`src/rtl/reg_wb_arbiter_if.sv`:
```
// Writeback arbiter bus: two requester ports, register-file write port, hazard query port.
// The slave modport is the arbiter side; the master modport is the pipeline/testbench side.
interface reg_wb_arbiter_if #(
  parameter int DATA_W = 32,
  parameter int ADDR_W = 5
);
  logic              Req0_valid;
  logic [ADDR_W-1:0] Req0_reg;
  logic [DATA_W-1:0] Req0_data;
  logic              Req0_ready;
  logic              Req1_valid;
  logic [ADDR_W-1:0] Req1_reg;
  logic [DATA_W-1:0] Req1_data;
  logic              Req1_ready;
  logic              Reg_write;
  logic [ADDR_W-1:0] Write_reg;
  logic [DATA_W-1:0] Write_data;
  logic [ADDR_W-1:0] Query_reg1;
  logic [ADDR_W-1:0] Query_reg2;
  logic              Pending1;
  logic              Pending2;
  logic              Busy;

  modport slave (
    input  Req0_valid, Req0_reg, Req0_data,
    output Req0_ready,
    input  Req1_valid, Req1_reg, Req1_data,
    output Req1_ready,
    output Reg_write, Write_reg, Write_data,
    input  Query_reg1, Query_reg2,
    output Pending1, Pending2, Busy
  );

  modport master (
    output Req0_valid, Req0_reg, Req0_data,
    input  Req0_ready,
    output Req1_valid, Req1_reg, Req1_data,
    input  Req1_ready,
    input  Reg_write, Write_reg, Write_data,
    output Query_reg1, Query_reg2,
    input  Pending1, Pending2, Busy
  );
endinterface

```
`src/rtl/reg_wb_arbiter.sv`:
```
// Two-requester register-file writeback arbiter: one holding slot per requester, oldest drains first.
// Transfer-to-write latency 1 cycle when oldest, 2 otherwise; ready depends only on registered state.
module reg_wb_arbiter #(
  parameter int DATA_W = 32,
  parameter int ADDR_W = 5
) (
  input  logic           Clk,
  input  logic           Rst,
  reg_wb_arbiter_if.slave bus
);

  logic              slot0_valid_q, slot0_valid_d;
  logic [ADDR_W-1:0] slot0_reg_q,   slot0_reg_d;
  logic [DATA_W-1:0] slot0_data_q,  slot0_data_d;
  logic              slot1_valid_q, slot1_valid_d;
  logic [ADDR_W-1:0] slot1_reg_q,   slot1_reg_d;
  logic [DATA_W-1:0] slot1_data_q,  slot1_data_d;
  // age_q = 0: slot 0 is older; age_q = 1: slot 1 is older
  logic              age_q, age_d;

  logic grant0, grant1, xfer0, xfer1;
  logic hit1, hit2;

  assign grant0 = slot0_valid_q & (~slot1_valid_q | ~age_q);
  assign grant1 = slot1_valid_q & (~slot0_valid_q |  age_q);

  assign bus.Req0_ready = ~slot0_valid_q | grant0;
  assign bus.Req1_ready = ~slot1_valid_q | grant1;
  assign xfer0 = bus.Req0_valid & bus.Req0_ready;
  assign xfer1 = bus.Req1_valid & bus.Req1_ready;

  always_comb begin
    slot0_valid_d = slot0_valid_q;
    slot0_reg_d   = slot0_reg_q;
    slot0_data_d  = slot0_data_q;
    slot1_valid_d = slot1_valid_q;
    slot1_reg_d   = slot1_reg_q;
    slot1_data_d  = slot1_data_q;
    if (grant0) slot0_valid_d = 1'b0;
    if (grant1) slot1_valid_d = 1'b0;
    if (xfer0) begin
      slot0_valid_d = 1'b1;
      slot0_reg_d   = bus.Req0_reg;
      slot0_data_d  = bus.Req0_data;
    end
    if (xfer1) begin
      slot1_valid_d = 1'b1;
      slot1_reg_d   = bus.Req1_reg;
      slot1_data_d  = bus.Req1_data;
    end
  end

  // A freshly loaded slot is younger than a slot that stays valid; a tie goes to slot 0.
  always_comb begin
    age_d = 1'b0;
    if (slot0_valid_d && slot1_valid_d) begin
      if (xfer0 && xfer1)  age_d = 1'b0;
      else if (xfer0)      age_d = 1'b1;
      else if (xfer1)      age_d = 1'b0;
      else                 age_d = age_q;
    end else if (slot1_valid_d) begin
      age_d = 1'b1;
    end
  end

  always_ff @(posedge Clk or posedge Rst) begin
    if (Rst) begin
      slot0_valid_q <= 1'b0;
      slot0_reg_q   <= '0;
      slot0_data_q  <= '0;
      slot1_valid_q <= 1'b0;
      slot1_reg_q   <= '0;
      slot1_data_q  <= '0;
      age_q         <= 1'b0;
    end else begin
      slot0_valid_q <= slot0_valid_d;
      slot0_reg_q   <= slot0_reg_d;
      slot0_data_q  <= slot0_data_d;
      slot1_valid_q <= slot1_valid_d;
      slot1_reg_q   <= slot1_reg_d;
      slot1_data_q  <= slot1_data_d;
      age_q         <= age_d;
    end
  end

  always_comb begin
    bus.Write_reg  = '0;
    bus.Write_data = '0;
    if (grant0) begin
      bus.Write_reg  = slot0_reg_q;
      bus.Write_data = slot0_data_q;
    end else if (grant1) begin
      bus.Write_reg  = slot1_reg_q;
      bus.Write_data = slot1_data_q;
    end
  end

  // Register 0 is hardwired: its writes drain without asserting the write enable.
  assign bus.Reg_write = (grant0 | grant1) && (bus.Write_reg != '0);

  assign hit1 = (slot0_valid_q && slot0_reg_q == bus.Query_reg1) ||
                (slot1_valid_q && slot1_reg_q == bus.Query_reg1);
  assign hit2 = (slot0_valid_q && slot0_reg_q == bus.Query_reg2) ||
                (slot1_valid_q && slot1_reg_q == bus.Query_reg2);
  assign bus.Pending1 = hit1 && (bus.Query_reg1 != '0);
  assign bus.Pending2 = hit2 && (bus.Query_reg2 != '0);
  assign bus.Busy     = slot0_valid_q | slot1_valid_q;

endmodule

```
`src/flat_wrapper.sv`:
```
// flat-port wrapper written by rule: the top's interface ports become plain ports
module reg_wb_arbiter_flat 
#(
  parameter int DATA_W = 32,
  parameter int ADDR_W = 5
)
  (Clk, Rst, bus_Req0_valid, bus_Req0_reg, bus_Req0_data, bus_Req0_ready, bus_Req1_valid, bus_Req1_reg, bus_Req1_data, bus_Req1_ready, bus_Reg_write, bus_Write_reg, bus_Write_data, bus_Query_reg1, bus_Query_reg2, bus_Pending1, bus_Pending2, bus_Busy);
  reg_wb_arbiter_if #(.DATA_W(DATA_W), .ADDR_W(ADDR_W)) bus_i ();
  input  logic Clk;
  input  logic Rst;
  input wire logic [$bits(bus_i.Req0_valid)-1:0] bus_Req0_valid;
  input wire logic [$bits(bus_i.Req0_reg)-1:0] bus_Req0_reg;
  input wire logic [$bits(bus_i.Req0_data)-1:0] bus_Req0_data;
  output wire logic [$bits(bus_i.Req0_ready)-1:0] bus_Req0_ready;
  input wire logic [$bits(bus_i.Req1_valid)-1:0] bus_Req1_valid;
  input wire logic [$bits(bus_i.Req1_reg)-1:0] bus_Req1_reg;
  input wire logic [$bits(bus_i.Req1_data)-1:0] bus_Req1_data;
  output wire logic [$bits(bus_i.Req1_ready)-1:0] bus_Req1_ready;
  output wire logic [$bits(bus_i.Reg_write)-1:0] bus_Reg_write;
  output wire logic [$bits(bus_i.Write_reg)-1:0] bus_Write_reg;
  output wire logic [$bits(bus_i.Write_data)-1:0] bus_Write_data;
  input wire logic [$bits(bus_i.Query_reg1)-1:0] bus_Query_reg1;
  input wire logic [$bits(bus_i.Query_reg2)-1:0] bus_Query_reg2;
  output wire logic [$bits(bus_i.Pending1)-1:0] bus_Pending1;
  output wire logic [$bits(bus_i.Pending2)-1:0] bus_Pending2;
  output wire logic [$bits(bus_i.Busy)-1:0] bus_Busy;
  assign bus_i.Req0_valid = bus_Req0_valid;
  assign bus_i.Req0_reg = bus_Req0_reg;
  assign bus_i.Req0_data = bus_Req0_data;
  assign bus_Req0_ready = bus_i.Req0_ready;
  assign bus_i.Req1_valid = bus_Req1_valid;
  assign bus_i.Req1_reg = bus_Req1_reg;
  assign bus_i.Req1_data = bus_Req1_data;
  assign bus_Req1_ready = bus_i.Req1_ready;
  assign bus_Reg_write = bus_i.Reg_write;
  assign bus_Write_reg = bus_i.Write_reg;
  assign bus_Write_data = bus_i.Write_data;
  assign bus_i.Query_reg1 = bus_Query_reg1;
  assign bus_i.Query_reg2 = bus_Query_reg2;
  assign bus_Pending1 = bus_i.Pending1;
  assign bus_Pending2 = bus_i.Pending2;
  assign bus_Busy = bus_i.Busy;
  reg_wb_arbiter #(.DATA_W(DATA_W), .ADDR_W(ADDR_W)) u_core (.Clk(Clk), .Rst(Rst), .bus(bus_i));
endmodule
```
`config.mk`:
```
export PLATFORM = sky130hd
export DESIGN_NAME = reg_wb_arbiter_flat
export DESIGN_NICKNAME = d
export VERILOG_FILES = /design/src/rtl/reg_wb_arbiter_if.sv /design/src/rtl/reg_wb_arbiter.sv /design/src/flat_wrapper.sv
export SDC_FILE = /design/constraint.sdc
export NUM_CORES = 1
export LEC_CHECK = 0
export BUFFER_PORTS_ARGS = -buffer_cell sky130_fd_sc_hd__clkbuf_2
export CORE_UTILIZATION = 49
export CTS_CLUSTER_DIAMETER = 30
export DETAILED_ROUTE_END_ITERATION = 6
export HOLD_SLACK_MARGIN = 0.12
export PLACE_DENSITY = 0.8
export SLEW_MARGIN = 20
export SYNTH_ARGS = -nofsm -noshare
export SYNTH_HDL_FRONTEND = slang
export SYNTH_SLANG_ARGS = --single-unit
export TNS_END_PERCENT = 50
```
`constraint.sdc`:
```
create_clock -name Clk -period 2.7 [get_ports Clk]
set_clock_uncertainty 0.15 [all_clocks]
set_input_delay 0.405 -clock Clk [delete_from_list [all_inputs] [get_ports Clk]]
set_output_delay 0.405 -clock Clk [all_outputs]
set_load 0.02 [all_outputs]
```
==> run_results.csv, run 1 <==
group,metric,value,unit
yosys,syn_nets,342,
yosys,synthTopCellsByArea,"dfrtp_1 (55%), mux2_2 (24%), a22o_1 (9.2%), xor2_1 (4.0%), buf_2 (1.0%)",
place,hpwl,5900,um
power,swShare,30.1,%
min_path,hp-class,"primary input to register",
routing,vias,2620,
yosys,synth_enable_flop_cells,0,
power,clockPowerShare,30.0,%
worst_setup_path,worstPathArrival,2010,ps
global_routing,grt_overflow_total,0,
floorplanning,die_height,86.7,um
routing,drt-met1-wl,3540,um
routing,via_per_inst,5.35,
timing,rsz0062_at_grt,"no",
finish,drive_above_1_share,59.6,%
place,gp_congestion,0.854,
power,power.share.combinational,27.2,%
timing,setup_viol,0,
yosys,synth_top_flop_cell,"dfrtp_1",
clock_tree,cts.sinks,77,
worst_setup_path,ff2ff_path_depth,5,
power,p_switching,0.00104,W
routing,wl_met3,425,um
power,irDropWorstVdd,496,uV
min_path,worstHoldStart,"bus_Req0_data[10]",
yosys,yosysWarnings,0,
place,placed_cells,471,
job,cap_violations,0,
clock_tree,clk_pin_slew_worst_paths,80,ps
power,power_leakage,2.20,nW
timing,slew_headroom,45.9,%
yosys,ys_ff_latch,77,
finish,nFillCells,576,
worst_setup_path,crit_required,2140,ps
floorplanning,start_util,51.2,%
timing,fin_crit_sh,95.2,%
global_routing,grt_max_degree,42,
yosys,netlist_instances,254,
routing,antenna_left,0,
power,seqPwrFrac,42.8,%
global_routing,grt_util_all_layers,23.5,%
routing,drt-total-wl,8370,um
routing,drt_iter0_drc,62,
global_routing,antenna_found_initial,0,
clock_tree,cts_buffers,9,
finish,instances_no_fill,490,
yosys,yosysUniqueCellTypes,24,
clock_tree,clock_path_buffers,2,
timing,finalHoldViolCount,0,
finish,areaGrowthSynthToFinish,30.1,%
worst_setup_path,cp_max_fo,11,
routing,wl_per_cell,17.1,um
timing,fin_setup_tns,0,ps
worst_setup_path,startpoint_type,"register",
global_routing,grt_pass1_wl,13100,um
clock_tree,clock_latency,330,ps
yosys,syn_area,0.00352,sq mm
finish,diodes,0,
power,intPower,0.00241,W
yosys,synth_async_sr_flop_share,100,%
yosys,yosysSeqAreaShare,54.8,%
timing,drv_slew,0,
clock_tree,cts-root-buf,"clkbuf_8",
clock_tree,cts_setup_buffers,0,
floorplanning,die_w,86.7,um
floorplanning,io_pins,131,
min_path,worstHoldPathCells,2,
worst_setup_path,timing.rr.end,"u_core.slot1_data_q[1]$_DFFE_PP0P_",
timing,max_slew.worst_pin.slew,810,ps
power,power_density,754,mW/mm^2
finish,mostFrequentLayoutCell,"clkbuf_2",
worst_setup_path,regToRegStartpoint,"u_core.age_q$_DFFE_PP0P_",
routing,routed.top_layer,"met4",
timing,fmax,389,MHz
clock_tree,htree_num_levels,3,
place,io_buffers,130,
min_path,holdPathEnd,"u_core.slot0_data_q[10]$_DFFE_PP0P_",
floorplanning,placementRows,30,
routing,drc_errors,0,
worst_setup_path,cp-end-kind,"primary output",
yosys,synth_area_per_cell,13.8,sq um
routing,first_pass_iters,4,
yosys,netlist.area_leader.share,54.8,%
global_routing,grt_pass1_vias,2676,
floorplanning,dieArea,0.00752,sq mm
worst_setup_path,worstSetupPathType,"register to primary output",
status,outcome,"finished, final reports clean",
yosys,synth_top_area_cell,"dfrtp_1",
routing,wl_met2,4270,um
finish,final_cell_mix,"clkbuf_2 (130), dfrtp_1 (75), mux2_2 (74)",
worst_setup_path,rrSetupSlack,800,ps
timing,finalCriticalPeriod,2570,ps
clock_tree,cts_tree,"built",
finish,finalNetCount,477,
floorplanning,coreArea,0.00687,sq mm
[layer usage]
| metal | vias up | GRT usage [%] |
|---|---|---|
| met5 | - | 0 |
| met4 | 0 | 8.94 |
| met3 | 12 | 4.38 |
| met2 | 97 | 40.7 |
| met1 | 1298 | 29.4 |
| li1 | 1213 | - |
[cell families (layout without fill, tap and decap cells)]
family | after synthesis | count (layout) | synth area share [%]
buffers and inverters | 16 | 154 | 2.17
AOI/OAI and AO/OA | 43 | 45 | 10.4
and+or+nand+nor | 24 | 24 | 3.98
xor gates and xnor gates | 20 | 20 | 4.98
DFF | 77 | 77 | 54.8
muxes | 74 | 74 | 23.7
[cell usage after synthesis (all sizes together) (3+ instances only)]
cell    count
nand3       6
xor2       16
dfrtp      77
mux2       74
nand2       4
a22o       37
a21oi       3
clkbuf      3
xnor2       4
buf        11
nor4        4
[cell type report]
cell class              instances  area (sq um)  share of cell area (%)
repair buffers                136           723                    15.8
flip-flops and latches         77          1930                    42.2
inverters                       2          7.51                   0.164
multi-input cells             163          1560                    34.0
clock inverters                 5           108                    2.35
well taps                      96           120                    2.63
clock buffers                  11           131                    2.87
[flip-flops by register name, summed over array words and instances (netlist names)]
signal and count:
u_core.slot0_data_q 32, u_core.slot1_data_q 32, u_core.slot0_reg_q 5, u_core.slot1_reg_q 5, u_core.age_q 1, u_core.slot0_valid_q 1, u_core.slot1_valid_q 1
[through the flow]
step / area, sq um / setup WS [ps] / total power (W) / util (%) / hold WS [ps]
after floorplan: 3520 / 178 / 0.00210 / - / 330
final: 4570 / 130 / 0.00345 / 66.6 / 142
after global routing: 4570 / 33.9 / 0.00361 / 66.6 / 123
after global placement: 4300 / 363 / 0.00240 / 62.6 / 337
after detailed placement: 4300 / 325 / 0.00243 / 62.6 / 345
after CTS: 4570 / 32.6 / 0.00347 / 66.6 / 125
[timing repair]
action / CTS / global route
resized for setup: 0 / 3
hold buffers: 1 / 0
hold endpoints to repair: 36 / 0
gates cloned: 2 / 0
setup endpoints to repair: 27 / 18
[worst max-delay path by stage]
stage               cells past startpoint                            from                  endpoint  slack (ps)
finish                                  5        u_core.age_q$_DFFE_PP0P_             bus_Reg_write         130
global route                            5        u_core.age_q$_DFFE_PP0P_             bus_Reg_write          30
CTS                                     4  u_core.slot0_valid_q$_DFF_PP0_             bus_Reg_write          30
detailed placement                      4  u_core.slot0_valid_q$_DFF_PP0_        bus_Write_data[31]         320
global placement                        4  u_core.slot0_valid_q$_DFF_PP0_        bus_Write_data[31]         360
floorplan                               1                             Rst  u_core.age_q$_DFFE_PP0P_         180
[worst max-delay path, stage by stage (launching register included)]
cell	delay [ps]
dfrtp_1	470
inv_2	140
a21boi_4	120
a22o_1	280
or4b_1	510
clkbuf_2	170
[power groups by stage]
stage	clock, W	combinational (W)	sequential [W]
final	0.00103	0.000939	0.00148
after global routing	0.00110	0.00101	0.00150
after CTS	0.00105	0.000948	0.00148
after detailed placement	0	0.000936	0.00149
after global placement	0	0.000912	0.00149
after floorplan	0	0.000658	0.00145
Note: power is estimated with default switching activity, not from simulation.
==> run 2: changes to the inputs <==
- GPL_TIMING_DRIVEN: not set -> 0
- RECOVER_POWER: not set -> 25
- REMOVE_ABC_BUFFERS: not set -> 1
==> run 2 against run 1 <==
First-iteration DRC count up 23%. Non-clock buffer count stayed put. Wire length down 7.3%. Sequential power hardly changed. Count of clock-buffer cells in the layout fell by 1. Global-route usage fell by 1.7 points. Cell area fell by 1.5%. Die area unchanged. Register-to-register slack lost 280 ps. Critical path type unchanged. Largest cell class unchanged.
==> run_results.csv, run 2 (synthesis results as in run 1) <==
group,metric,value,unit
finish,areaGrowthSynthToFinish,28.1,%
clock_tree,cts_resized,0,
routing,drc_errors,0,
global_routing,grt_overflow_total,0,
clock_tree,clock_latency,340,ps
power,p_switching,0.00102,W
power,swShare,32.1,%
clock_tree,clk_pin_slew_worst_paths,80,ps
clock_tree,cts_tree,"built",
clock_tree,cts.sinks,77,
job,cap_violations,0,
place,hpwl,5530,um
power,seqPwrFrac,46.1,%
routing,vias,2628,
timing,fmax,380,MHz
global_routing,antenna_found_initial,0,
routing,first_pass_iters,4,
global_routing,grt_pass1_wl,12300,um
worst_setup_path,cp_top_family,"compound AO/OA/AOI/OAI gates",
power,irDropWorstVdd,428,uV
clock_tree,htree_num_levels,3,
power,power.share.combinational,29.8,%
floorplanning,dieArea,0.00752,sq mm
worst_setup_path,cp-end-kind,"primary output",
min_path,worstHoldPathCells,2,
power,clockPowerShare,24.1,%
worst_setup_path,crit_required,2140,ps
timing,fin_crit_sh,97.5,%
power,power_density,704,mW/mm^2
min_path,hp-class,"primary input to register",
timing,setup_viol,0,
clock_tree,cts_setup_buffers,0,
worst_setup_path,crit_chain,"a21boi_4 > a22o_1 > or4b_1 > clkbuf_2",
floorplanning,io_pins,131,
timing,finalHoldViolCount,0,
timing,max_slew.worst_pin.slew,976,ps
floorplanning,placementRows,30,
worst_setup_path,critical-path-max-stage-delay,530,ps
worst_setup_path,ff2ff_path_depth,3,
finish,diodes,0,
routing,wl_per_cell,15.9,um
finish,nFillCells,556,
routing,antenna_left,0,
floorplanning,die_height,86.7,um
finish,final_cell_mix,"clkbuf_2 (129), dfrtp_1 (77), mux2_2 (74)",
timing,slew_headroom,34.6,%
status,outcome,"finished, final reports clean",
finish,mostFrequentLayoutCell,"clkbuf_2",
global_routing,grt_max_degree,58,
floorplanning,start_util,51.2,%
place,gp_congestion,0.912,
finish,finalNetCount,475,
finish,post-route-util,65.6,%
place,io_buffers,130,
worst_setup_path,worstSetupPathType,"register to primary output",
clock_tree,clock_path_buffers,2,
worst_setup_path,worstPathArrival,2080,ps
timing,drv_slew,0,
worst_setup_path,path_buf_inv,1,
clock_tree,cts_buffers,9,
power,intPower,0.00215,W
timing,hold_slack,135,ps
global_routing,grt_util_all_layers,21.8,%
finish,drive_above_1_share,58.4,%
global_routing,grt_pass1_vias,2644,
clock_tree,cts-root-buf,"clkbuf_8",
routing,via_per_inst,5.39,
worst_setup_path,cp_max_fo,14,
clock_tree,cts_hold_buffers,1,
timing,finalCriticalPeriod,2630,ps
worst_setup_path,slowest_stage,"or4b_1",
floorplanning,coreArea,0.00687,sq mm
finish,largestRegisters,"u_core.slot0_data_q (32), u_core.slot1_data_q (32)",
floorplanning,die_w,86.7,um
routing,drt-total-wl,7750,um
power,power,0.00317,W
worst_setup_path,startpoint_type,"register",
power,power_leakage,2.17,nW
worst_setup_path,crit_cells,4,
routing,drt_iter0_drc,76,
timing,rsz0062_at_grt,"no",
-- run 2: changes by cell type in the layout (fill, tap and decap cells not counted), moves of 2 or more --
cell / before / now
buf_4: 3 / 0
dlygate4sd3_1: 1 / 3
clkinv_2: 0 / 4
buf_12: 2 / 0
dfrtp_1: 75 / 77
a21boi_2: 2 / 0
dfrtp_2: 2 / 0
buf_16: 0 / 2
inv_2: 2 / 0
bufinv_16: 3 / 0
-- run 2: power groups by stage --
stage               combinational [W]  sequential, W  clock (W)
finish                       0.000947        0.00146   0.000764
global route                  0.00102        0.00149   0.000843
detailed placement           0.000957        0.00148          0
floorplan                    0.000641        0.00145          0
global placement             0.000902        0.00147          0
CTS                          0.000962        0.00146   0.000791
-- run 2: path summary, 6_finish.rpt --
check	startpoint	endpoint	slack, ps
worst max-delay path	u_core.slot1_valid_q$_DFF_PP0_	bus_Reg_write	70
worst min-delay path	bus_Req0_data[11]	u_core.slot0_data_q[11]$_DFFE_PP0P_	140
worst max register to register	u_core.slot1_valid_q$_DFF_PP0_	u_core.slot1_data_q[14]$_DFFE_PP0P_	520
worst min register to register	u_core.slot1_data_q[2]$_DFFE_PP0P_	u_core.slot1_data_q[2]$_DFFE_PP0P_	360
max in group asynchronous	Rst	u_core.slot1_reg_q[1]$_DFFE_PP0P_	450
min in group asynchronous	Rst	u_core.slot0_data_q[5]$_DFFE_PP0P_	610
-- run 2: metrics by stage --
step | instances | TNS [ps] | instance area [sq um] | setup slack (ps)
after floorplan | 240 | -4830 | 3450 | -394
after global placement | 466 | -101580 | 4220 | -1520
after detailed placement | 469 | 0 | 4320 | 442
after CTS | 486 | 0 | 4510 | 63.6
after global routing | 488 | 0 | 4500 | 9.23
final | 488 | 0 | 4500 | 68.0
-- run 2: area by class of cell --
type	instances	area [sq um]	area share (%)
well taps	96	120	2.67
repair buffers	136	742	16.5
clock inverters	6	36.3	0.806
multi-input cells	161	1530	34.0
flip-flops and latches	77	1930	42.8
clock buffers	10	138	3.06
inverters	2	8.76	0.194
-- run 2: routing by layer --
layer / routed length [um] / share of wire, % / GRT usage [%]
met3: 639 / 8.2 / 8.29
met5: 0 / 0 / 0
met4: 72 / 0.93 / 7.27
met2: 3830 / 49 / 36.1
met1: 3210 / 41 / 26.1
==> run 3: changes to the inputs <==
- ABC_AREA: not set -> 1
- CORE_UTILIZATION: 49 -> 54
- PLACE_DENSITY: 0.8 -> 0.85
- clock period: 2.7 -> 3.3 ns (I/O delays scaled with it)
==> run 3 against run 2 <==
Total power fell by 20%. Non-clock buffer count down 4. Critical path depth up 4. The run now ends with max-capacitance violations, max-slew violations left. Combinational power is 22% lower. Utilization increased by 2.5 points. Clock power is 17% lower. Die area is 2.8% lower. Critical path type unchanged. First-iteration DRC count increased by 89%.
==> run_results.csv, run 3 <==
group,metric,value,unit
finish,areaGrowthSynthToFinish,22.2,%
yosys,netlist.area_leader.share,51.2,%
yosys,synth_top_flop_cell,"dfrtp_1",
floorplanning,dieArea,0.00731,sq mm
worst_setup_path,timing.critical_path.from,"u_core.slot1_valid_q$_DFF_PP0_",
worst_setup_path,regToRegStartpoint,"u_core.slot0_valid_q$_DFF_PP0_",
finish,mostFrequentLayoutCell,"nand2_1",
routing,drt-total-wl,9170,um
power,power.share.combinational,29.3,%
routing,drt_iter0_drc,144,
yosys,synth_area_per_cell,7.39,sq um
global_routing,grt_util_all_layers,27.2,%
finish,post-route-util,68.1,%
floorplanning,start_util,55.7,%
worst_setup_path,cp_max_fo,29,
floorplanning,die_height,85.5,um
min_path,hp-class,"primary input to register",
place,placed_area,0.00441,sq mm
finish,finish.instance_area,0.00460,sq mm
status,violations,"max-capacitance violations, max-slew violations",
global_routing,antenna_found_initial,0,
finish,nFillCells,607,
clock_tree,cts_tree,"built",
global_routing,grt_pass1_vias,3560,
worst_setup_path,startpoint_type,"register",
place,io_buffers,130,
worst_setup_path,worstPathArrival,2230,ps
routing,wl_per_cell,12.9,um
timing,slew_headroom,-1.09,%
floorplanning,io_pins,131,
worst_setup_path,crit_required,2650,ps
timing,drv_slew,33,
worst_setup_path,ff2ff_path_depth,4,
global_routing,grt_overflow_total,0,
clock_tree,clock_path_buffers,2,
timing,setup_viol,0,
finish,finalNetCount,715,
clock_tree,cts_buffers,9,
yosys,yosysWarnings,0,
routing,via_per_inst,5.08,
clock_tree,cts.sinks,77,
yosys,netlist_instances,509,
power,irDropWorstVdd,365,uV
yosys,syn_area,0.00376,sq mm
yosys,ys_ff_latch,77,
clock_tree,clk_pin_slew_worst_paths,70,ps
floorplanning,placementRows,30,
clock_tree,cts-root-buf,"clkbuf_8",
power,power_density,549,mW/mm^2
floorplanning,coreArea,0.00676,sq mm
finish,drive_above_1_share,24.2,%
worst_setup_path,rrSetupSlack,840,ps
timing,finalCriticalPeriod,2870,ps
global_routing,grt_pass1_wl,15700,um
timing,rsz0062_at_grt,"no",
floorplanning,die_w,85.5,um
routing,antenna_left,0,
clock_tree,clock_latency,320,ps
routing,drc_errors,0,
finish,diodes,0,
yosys,synth_async_sr_flop_share,100,%
worst_setup_path,timing.rr.end,"u_core.slot1_reg_q[4]$_DFFE_PP0P_",
timing,fin_setup_tns,0,ps
status,outcome,"finished with violations",
yosys,synth.most_common_cell,"nand2_1",
timing,fin_crit_sh,87.0,%
routing,vias,3609,
clock_tree,htree_num_levels,3,
yosys,yosysUniqueCellTypes,18,
yosys,synthTopCellsByCount,"nand2_1 (160), dfrtp_1 (77), nor2_1 (61), inv_1 (58), a21oi_1 (45)",
global_routing,grt_max_degree,68,
power,p_switching,0.000896,W
power,clockPowerShare,25.0,%
timing,finalHoldViolCount,0,
finish,final_cell_mix,"nand2_1 (158), clkbuf_2 (130), dfrtp_1 (77)",
timing,fmax,348,MHz
worst_setup_path,worstSetupPathType,"register to primary output",
yosys,synth_enable_flop_cells,0,
power,seqPwrFrac,45.7,%
yosys,synth_top_area_cell,"dfrtp_1",
power,power_leakage,2.66,nW
place,gp_congestion,0.884,
job,cap_violations,1,
timing,max_slew.worst_pin.slew,1510,ps
yosys,yosysSeqAreaShare,51.2,%
routing,first_pass_iters,4,
worst_setup_path,cp-endpoint,"bus_Reg_write",
worst_setup_path,cp-end-kind,"primary output",
power,intPower,0.00163,W
yosys,synthTopCellsByArea,"dfrtp_1 (51%), nand2_1 (16%), nor2_1 (6.1%), a21oi_1 (6.0%), inv_1 (5.8%)",
finish,largestRegisters,"u_core.slot0_data_q (32), u_core.slot1_data_q (32)",
power,swShare,35.5,%
timing,hold_slack,238,ps
place,hpwl,6220,um
-- run 3: repair_timing --
action | 4_1_cts | 5_1_grt
endpoints found under the setup margin | 0 | 1
setup buffers | 0 | 0
hold buffers | 1 | 0
endpoints found under the hold margin | 32 | 0
resized for setup | 0 | 1
-- run 3: cells by family (layout without fill, tap and decap cells) --
| group | count (synthesis) | in the layout | share of synthesized area, % |
|---|---|---|---|
| buffers and inverters | 85 | 207 | 9.71 |
| AND/OR/NAND/NOR | 263 | 263 | 27.8 |
| AO/OA/AOI/OAI | 84 | 84 | 11.3 |
| flip-flops | 77 | 77 | 51.2 |
-- run 3: per-stage QoR --
step	setup WS (ps)	total power, W	std cells
final	430	0.00253	711
after global routing	238	0.00269	711
after CTS	15.1	0.00254	711
after detailed placement	403	0.00191	695
after global placement	-217	0.00188	694
after floorplan	688	0.00163	484
-- run 3: layer usage --
layer / global-route usage (%) / share of wire, % / routed length [um]
met5: 0 / 0 / 0
met4: 7.27 / 0.59 / 54
met3: 6.61 / 6.4 / 587
met2: 46.5 / 49 / 4510
met1: 34.8 / 44 / 4020
-- run 3: layout make-up --
cell class | count | area [sq um] | area share, %
Clock buffer | 11 | 151 | 3.29
Clock inverter | 4 | 23.8 | 0.517
Inverter | 60 | 226 | 4.93
Multi-Input combinational cell | 347 | 1480 | 32.2
Sequential cell | 77 | 1930 | 41.9
Tap cell | 80 | 100 | 2.18
Timing Repair Buffer | 132 | 688 | 15.0
-- run 3: how the worst min path moves through the flow --
stage,slack [ps],to,cells past startpoint,from
floorplan,290,u_core.slot0_data_q[24]$_DFFE_PP0P_,2,u_core.slot0_data_q[24]$_DFFE_PP0P_
global placement,300,u_core.slot0_data_q[24]$_DFFE_PP0P_,2,u_core.slot0_data_q[24]$_DFFE_PP0P_
detailed placement,310,u_core.slot1_data_q[8]$_DFFE_PP0P_,2,u_core.slot1_data_q[8]$_DFFE_PP0P_
CTS,230,u_core.slot1_data_q[12]$_DFFE_PP0P_,3,bus_Req1_data[12]
global route,230,u_core.slot1_data_q[7]$_DFFE_PP0P_,3,bus_Req1_data[7]
finish,240,u_core.slot1_data_q[12]$_DFFE_PP0P_,3,bus_Req1_data[12]
-- run 3: critical path, stage by stage, from the launching register on --
cell and delay [ps]:
dfrtp_1 430, nand2_1 120, nand2_2 440, inv_2 240, nand2_1 100, o21ai_0 110, nor2_1 200, nand3_1 90
clkbuf_2 160
-- run 3: power by group through the flow --
stage                     Clock, W  Sequential [W]  Combinational, W
after floorplan                  0         0.00115          0.000482
after global placement           0         0.00116          0.000722
after detailed placement         0         0.00117          0.000742
after CTS                 0.000646         0.00115          0.000745
after global routing      0.000690         0.00117          0.000832
final                     0.000632         0.00115          0.000739
